`src/rtl/seq_gen.sv`:
```
// Serial pattern transmitter: latches a parallel pattern on start and shifts it out LSB-first
// with repetition and an optional idle gap. Define SEQ_GEN_PARITY_EN to append an even-parity bit per frame.
module seq_gen #(
    parameter int WIDTH      = 12,
    parameter int GAP_CYCLES = 0
) (
    input  logic             clk,
    input  logic             reset,
    input  logic             start,
    input  logic [WIDTH-1:0] pattern,
    input  logic [3:0]       rep_cnt,
    output logic             ser_out,
    output logic             ser_valid,
    output logic             busy,
    output logic             done
);

`ifdef SEQ_GEN_PARITY_EN
    localparam int FRAME = WIDTH + 1;
`else
    localparam int FRAME = WIDTH;
`endif
    localparam int CW = $clog2(FRAME + 1);
    localparam logic [7:0] GAP_LAST = 8'((GAP_CYCLES > 0) ? GAP_CYCLES - 1 : 0);

    typedef enum logic [1:0] {IDLE, SHIFT, GAP} state_t;

    state_t           state, state_nxt;
    logic [WIDTH-1:0] shreg, shreg_nxt;
    logic [WIDTH-1:0] latched, latched_nxt;
    logic [CW-1:0]    bit_cnt, bit_cnt_nxt;
    logic [3:0]       rep_left, rep_left_nxt;
    logic [7:0]       gap_cnt, gap_cnt_nxt;
    logic             ser_out_nxt, ser_valid_nxt, busy_nxt, done_nxt;
    logic             reload;
`ifdef SEQ_GEN_PARITY_EN
    logic             par, par_nxt;
`endif

    // Outputs are computed one cycle ahead here and registered below, so they show the
    // current bit with no combinational path from inputs.
    always_comb begin
        state_nxt     = state;
        shreg_nxt     = shreg;
        latched_nxt   = latched;
        bit_cnt_nxt   = bit_cnt;
        rep_left_nxt  = rep_left;
        gap_cnt_nxt   = gap_cnt;
        ser_out_nxt   = 1'b0;
        ser_valid_nxt = 1'b0;
        busy_nxt      = 1'b0;
        done_nxt      = 1'b0;
        reload        = 1'b0;
`ifdef SEQ_GEN_PARITY_EN
        par_nxt       = par;
`endif

        case (state)
            IDLE: begin
                if (start) begin
                    latched_nxt   = pattern;
                    rep_left_nxt  = rep_cnt;
                    shreg_nxt     = pattern >> 1;
                    ser_out_nxt   = pattern[0];
                    ser_valid_nxt = 1'b1;
                    busy_nxt      = 1'b1;
                    bit_cnt_nxt   = CW'(1);
                    state_nxt     = SHIFT;
`ifdef SEQ_GEN_PARITY_EN
                    par_nxt       = ^pattern;
`endif
                end
            end
            SHIFT: begin
                if (bit_cnt < CW'(FRAME)) begin
                    busy_nxt      = 1'b1;
                    ser_valid_nxt = 1'b1;
                    ser_out_nxt   = shreg[0];
`ifdef SEQ_GEN_PARITY_EN
                    if (bit_cnt == CW'(WIDTH)) ser_out_nxt = par;
`endif
                    shreg_nxt     = shreg >> 1;
                    bit_cnt_nxt   = bit_cnt + CW'(1);
                end else if (rep_left == 4'd0) begin
                    state_nxt   = IDLE;
                    done_nxt    = 1'b1;
                    bit_cnt_nxt = '0;
                end else if (GAP_CYCLES > 0) begin
                    state_nxt   = GAP;
                    busy_nxt    = 1'b1;
                    gap_cnt_nxt = GAP_LAST;
                    bit_cnt_nxt = '0;
                end else begin
                    reload = 1'b1;
                end
            end
            GAP: begin
                busy_nxt = 1'b1;
                if (gap_cnt == 8'd0) reload = 1'b1;
                else gap_cnt_nxt = gap_cnt - 8'd1;
            end
            default: state_nxt = IDLE;
        endcase

        // A reload drives bit 0 of the next repetition in the same cycle, so no bubble appears.
        if (reload) begin
            shreg_nxt     = latched >> 1;
            ser_out_nxt   = latched[0];
            ser_valid_nxt = 1'b1;
            busy_nxt      = 1'b1;
            bit_cnt_nxt   = CW'(1);
            rep_left_nxt  = rep_left - 4'd1;
            state_nxt     = SHIFT;
        end
    end

    // NOTE: sequential state uses non-blocking assignments so every register samples pre-edge values.
    always_ff @(posedge clk) begin
        if (reset) begin
            state     <= IDLE;
            shreg     <= '0;
            latched   <= '0;
            bit_cnt   <= '0;
            rep_left  <= '0;
            gap_cnt   <= '0;
            ser_out   <= 1'b0;
            ser_valid <= 1'b0;
            busy      <= 1'b0;
            done      <= 1'b0;
`ifdef SEQ_GEN_PARITY_EN
            par       <= 1'b0;
`endif
        end else begin
            state     <= state_nxt;
            shreg     <= shreg_nxt;
            latched   <= latched_nxt;
            bit_cnt   <= bit_cnt_nxt;
            rep_left  <= rep_left_nxt;
            gap_cnt   <= gap_cnt_nxt;
            ser_out   <= ser_out_nxt;
            ser_valid <= ser_valid_nxt;
            busy      <= busy_nxt;
            done      <= done_nxt;
`ifdef SEQ_GEN_PARITY_EN
            par       <= par_nxt;
`endif
        end
    end

endmodule
```
`config.mk`:
```
export PLATFORM = sky130hd
export DESIGN_NAME = seq_gen
export DESIGN_NICKNAME = d
export VERILOG_FILES = /design/src/rtl/seq_gen.sv
export SDC_FILE = /design/constraint.sdc
export NUM_CORES = 1
export LEC_CHECK = 0
export BUFFER_PORTS_ARGS = -buffer_cell sky130_fd_sc_hd__buf_2
export CORE_UTILIZATION = 58
export CTS_BUF_LIST = sky130_fd_sc_hd__clkbuf_2
export CTS_CLUSTER_SIZE = 20
export DETAILED_ROUTE_END_ITERATION = 8
export GPL_TIMING_DRIVEN = 0
export PLACE_DENSITY = 0.81
export RECOVER_POWER = 100
export SLEW_MARGIN = 25
export SYNTH_ARGS = -nofsm -noshare
export SYNTH_HDL_FRONTEND = slang
export SYNTH_SLANG_ARGS = --single-unit
```
`constraint.sdc`:
```
create_clock -name clk -period 2.05 [get_ports clk]
set_input_delay 0.41 -clock clk [delete_from_list [all_inputs] [get_ports clk]]
set_output_delay 0.41 -clock clk [all_outputs]
set_load 0.02 [all_outputs]
```
### Yosys cells after proc, flatten, opt, wreduce, memory -nomap -nowiden

Index checks and enable logic that the tools add are counted.

* output and inout port bits: 4
* bits of input ports: 19
* register bits after elaboration: 46
* word-level logic and storage cells: 83

* equality and inequality tests: 13
* add/subtract/negate cells: 3
* bitwise logic cells: 3
* reductions and logical operators: 18
* magnitude comparators: 1
* multiplexer cells: 32

Operator list (count)
* $mux W12: 2
* $mux W4: 6
* $pmux W12 S2: 1
* $ne A3 B3 Y1 const B: 5
* $mux W1: 13
* $reduce_and A3 Y1: 4
* $mux W11: 1
* $ne A2 B2 Y1 const B: 5
* $logic_not A8 Y1: 1
* $pmux W4 S2: 1
* $reduce_and A4 Y1: 2
* $sub A8 B1 Y8 const B: 1
* $mux W2: 3
* $pmux W1 S2: 3
* $pmux W2 S3: 1
* $reduce_and A2 Y1: 3
* $reduce_bool A2 Y1: 3
* $add A4 B1 Y4 const B: 1
* $logic_not A4 Y1: 1
* $lt A4 B4 Y1 const B: 1
* $ne A4 B4 Y1 const B: 1
* $sub A4 B1 Y4 const B: 1
* $not A1 Y1: 3
* $pmux W1 S3: 1
* other kinds (6): 6

### Longest topological paths before layout

* word-level depth: 6
* mapped depth: 7
* gate-level depth less buffers: 6

### Least setup slack after synthesis

Ideal clock, no wire load.

* kind: reg2reg
* from: register rep_left[0]
* to: register shreg[0]
* setup time: 101 ps
* cell stages (with the launch flop): 8
* data arrival time: 1631 ps
* required time: 1949 ps
* clock period less this slack: 1732 ps
* path buffers: 1
* setup slack: 318 ps
* cell sequence: dfxtp_1 > inv_1 > ha_1 > or3b_1 > clkbuf_2 > a2111oi_4 > nand2_1 > o41ai_1

* word-level cells in the longest chain between the ends: 6
* elaborated cells between the ends (all ways): 9
* classes of those cells: eq/ne (2); mux (4); reduce/logical (3)

RTL lines
* start: declaration: line 32 `logic [3:0] rep_left, rep_left_nxt;`
* start signal: assignment: line 138 `rep_left <= rep_left_nxt;`
* $logic_not A4 Y1 (*): line 84 `end else if (rep_left == 4'd0) begin`
* $mux W1 (*): line 84
* $mux W1 (*): line 75 `if (bit_cnt < CW'(FRAME)) begin`
* $pmux W1 S2 (*): line 58 `case (state)`
* $ne A3 B3 Y1 (no source line) / $reduce_bool A3 Y1 (equally long branches)
* $reduce_and A3 Y1 (no source line)
* end signal: assignment: line 135 `shreg <= shreg_nxt;`
* end: declaration: line 29 `logic [WIDTH-1:0] shreg, shreg_nxt;`

Mark *: on every way between the ends. The rest lies on a longest branch, timed or not.
A chain may end at the register's enable or synchronous reset.

### Worst setup path after layout

* from: register rep_left[0]
* to: register shreg[1]

Same word-level chain as after synthesis.

==> impl_metrics.py <==
metrics = {
    "yosys": {
        "synth-edff-count": 0,
        "syn_avg_cell_area_sq_um": 7.88,
        "synth.top_cell.area_share": 0.451,
        "synth_xor_area_frac": 0,
        "syn_inst": 197,
        "synth-simple-area-share": 0.222,
        "synth_seq_cells": 35,
        "synth_top_family_by_area": "compound AO/OA/AOI/OAI gates",
        "ys_seq_area_frac": 0.451,
        "synthAdderAreaFrac": 0.0161,
        "synthMuxAreaShare": 0.0193,
        "ys.warnings.count": 0,
        "ys_async_sr_fraction": 0,
        "synth_cell_types": 35,
        "yosys-top-cells-area": "dfxtp_1, nand2_1, a21oi_1",
        "syn_area_sq_um": 1550,
        "synth_top_cell_by_area": "dfxtp_1",
        "synth_compound_area_frac": 0.237,
        "synth_nets": 218,
        "ys.flop_type": "dfxtp_1",
    },
    "final_layout": {
        "multiInputGateArea_sq_um": 776,
        "synthToLayoutAreaGrowth_pct": 13.3,
        "finalInstanceArea_sq_um": 1760,
        "drive_gt1_frac": 0.154,
        "nets": 248,
        "final-seq-area_sq_um": 701,
        "diodes": 0,
        "fillers": 214,
    },
    "floorplan": {
        "row_count": 18,
        "die_area_sq_um": 2890,
        "ioPinCount": 23,
        "die_h_um": 53.7,
        "coreArea_sq_um": 2500,
        "start_util": 0.621,
        "fp.dieW_um": 53.7,
    },
    "placed_design": {
        "place_congestion": 0.844,
        "dp_hpwl_um": 2660,
        "port_buffers": 21,
        "placed_cell_area_sq_um": 1700,
        "dp_slack_ns": -0.0171,
    },
    "worst_setup_path": {
        "worstSetupPathType": "flip-flop to flip-flop",
        "crit_start": "rep_left[0]",
        "crit_end": "shreg[1]",
        "critPathMaxFanout": 5,
        "cp_data_arrival_time_ns": 2.21,
        "end_kind": "flip-flop",
        "r2r_slack_ns": 0.13,
        "regToRegStartpoint": "rep_left[0]",
        "reg2reg_depth": 8,
        "cp-start-kind": "flip-flop",
        "critPathRequiredTime_ns": 2.34,
        "reg2reg_to": "shreg[1]",
    },
    "clock_network": {
        "cts.sinks": 35,
        "cts_tree": "done",
        "clockBufferDepth": 2,
        "h-tree-depth": 2,
        "clk_pin_slew_ns": 0.19,
        "hold_buffers": 0,
        "clk_latency_ns": 0.40,
        "cts_root_buffer": "clkbuf_2",
        "cts_buffers": 5,
    },
    "timing": {
        "fin_crit_ns": 1.92,
        "fmax_mhz": 521,
        "hold_violations": 0,
        "fin_skew_ns": 0.0181,
        "slew_headroom": 0.604,
        "worst_pin_slew_ns": 0.592,
        "setup_ws_ns": 0.131,
        "rsz0062_at_grt": "false",
        "slew_viol_final": 0,
        "setup_viol_count_final": 0,
        "finalCritPeriodShare": 0.936,
    },
    "global_routing": {
        "grt.overflow.total": 0,
        "grt_pass1_wl_um": 5830,
        "grt.total_usage": 0.288,
        "grt_pass1_vias": 1355,
        "grt_max_degree": 12,
        "antenna_found_initial": 0,
    },
    "pwr": {
        "p_leak_uw": 0.000715,
        "switching_share": 0.309,
        "power_frac_seq": 0.588,
        "p_comb_frac": 0.164,
        "power_density_nw_per_um2": 729,
        "intPower_uw": 885,
        "power.share.clock": 0.248,
        "p_sw_uw": 397,
        "ir_worst_vdd_v": 0.000611,
    },
    "flow_run": {
        "cap_viol_max_count": 0,
    },
    "route": {
        "drc": 0,
        "vias": 1536,
        "wirelength_um": 3860,
        "antenna_left": 0,
        "initialDrtViolationCount": 49,
        "vias_per_cell": 5.95,
        "post_drt_wl_per_cell_um": 15.0,
        "dr.pass1.iters": 4,
    },
    "outcome": {
        "status": "finished, final reports clean",
    },
    "worst_hold_path": {
        "min_path_type": "input port to flip-flop",
    },
}
[layout by cell type, fill, tap and decap left out, types with 2 or more instances in the layout]
master    Yosys  final
ha_1          2      2
clkbuf_1     10     13
clkinv_2      0      3
nor3_1        6      6
o41ai_1       8      8
buf_4         1      2
clkbuf_2      1      7
nand3_1       3      3
buf_2         1     18
nor2_1       21     21
nand2_1      40     40
nor3b_1       4      3
dfxtp_1      35     35
inv_1         7      7
nor2b_1       2      2
o21ai_0       6      6
a21oi_1      29     29
mux2i_1       3      3
[through the flow]
step	instances	TNS (ns)	total power (uW)	utilization	hold WS (ns)
2_1_floorplan	197	0	899	-	0.420
3_3_place_gp	248	0	957	0.678	0.432
3_5_place_dp	248	-0.0171	967	0.678	0.438
4_1_cts	257	0	1270	0.697	0.229
5_1_grt	258	0	1330	0.704	0.234
6_report	258	0	1280	0.704	0.231
[metal layers]
layer | GRT usage | part of all wire | vias up
li1 | - | - | 748
met1 | 0.323 | 0.42 | 733
met2 | 0.516 | 0.51 | 44
met3 | 0.0904 | 0.049 | 11
met4 | 0.0789 | 0.016 | 0
met5 | 0 | 0 | -
[how the worst min path moves through the flow]
| stage | from | end | cells after the start | slack (ns) |
|---|---|---|---|---|
| 3_3_place_gp | shreg[1] | shreg[1] | 2 | 0.43 |
| 4_1_cts | pattern[10] | latched[10] | 3 | 0.23 |
| 5_1_grt | pattern[10] | latched[10] | 3 | 0.23 |
| 3_5_place_dp | shreg[9] | shreg[9] | 2 | 0.44 |
| 6_report | pattern[10] | latched[10] | 3 | 0.23 |
| 2_1_floorplan | shreg[3] | shreg[3] | 2 | 0.42 |
[power by group through the flow]
stage	sequential [uW]	combinational, uW	clock [uW]
2_1_floorplan	763	136	0
3_3_place_gp	764	193	0
3_5_place_dp	767	200	0
4_1_cts	753	202	318
5_1_grt	760	234	339
6_report	754	210	318
[flip-flops by register name, summed over array words and instances, names as in the netlist]
signal    flops
state         1
ser_out       1
rep_left      4
shreg        11
done          1
latched      12
busy          1
bit_cnt       4
[cells by family (layout without fill, tap and decap cells)]
kind of cell / after synthesis / after routing
buf+inv: 21 / 52
fa+ha+maj: 2 / 2
mux: 3 / 3
compound gates: 56 / 56
flops: 35 / 35
simple gates: 80 / 80
[critical path: stages (launching register included)]
cell and delay, ns:
dfxtp_1 0.36, inv_1 0.09, ha_1 0.18, or3b_1 0.35, clkbuf_2 0.16, a2111oi_4 0.36
buf_6 0.17, nand2_1 0.07, o41ai_1 0.07
[repair_timing]
item | 4_1_cts | 5_1_grt
gates cloned | 0 | 1
pin swaps | 1 | 1
resized for setup | 0 | 6
endpoints found under the hold margin | 0 | 0
setup endpoints to repair | 3 | 13
setup buffers | 1 | 0
[synth_stat cells, types with 2 or more instances]
| master | instances |
|---|---|
| nand2_1 | 40 |
| dfxtp_1 | 35 |
| a21oi_1 | 29 |
| nor2_1 | 21 |
| clkbuf_1 | 10 |
| o41ai_1 | 8 |
| inv_1 | 7 |
| nor3_1 | 6 |
| o21ai_0 | 6 |
| nor3b_1 | 4 |
| mux2i_1 | 3 |
| nand3_1 | 3 |
| ha_1 | 2 |
| nor2b_1 | 2 |
[layout make-up]
type / count / share of cell area
Inverter: 7 / 0.0149
Clock inverter: 3 / 0.00853
Timing Repair Buffer: 23 / 0.0676
Multi-Input combinational cell: 141 / 0.441
Clock buffer: 5 / 0.0142
Sequential cell: 35 / 0.398
Buffer: 14 / 0.0341
Tap cell: 30 / 0.0213
Power figures use the tool's default switching activity.
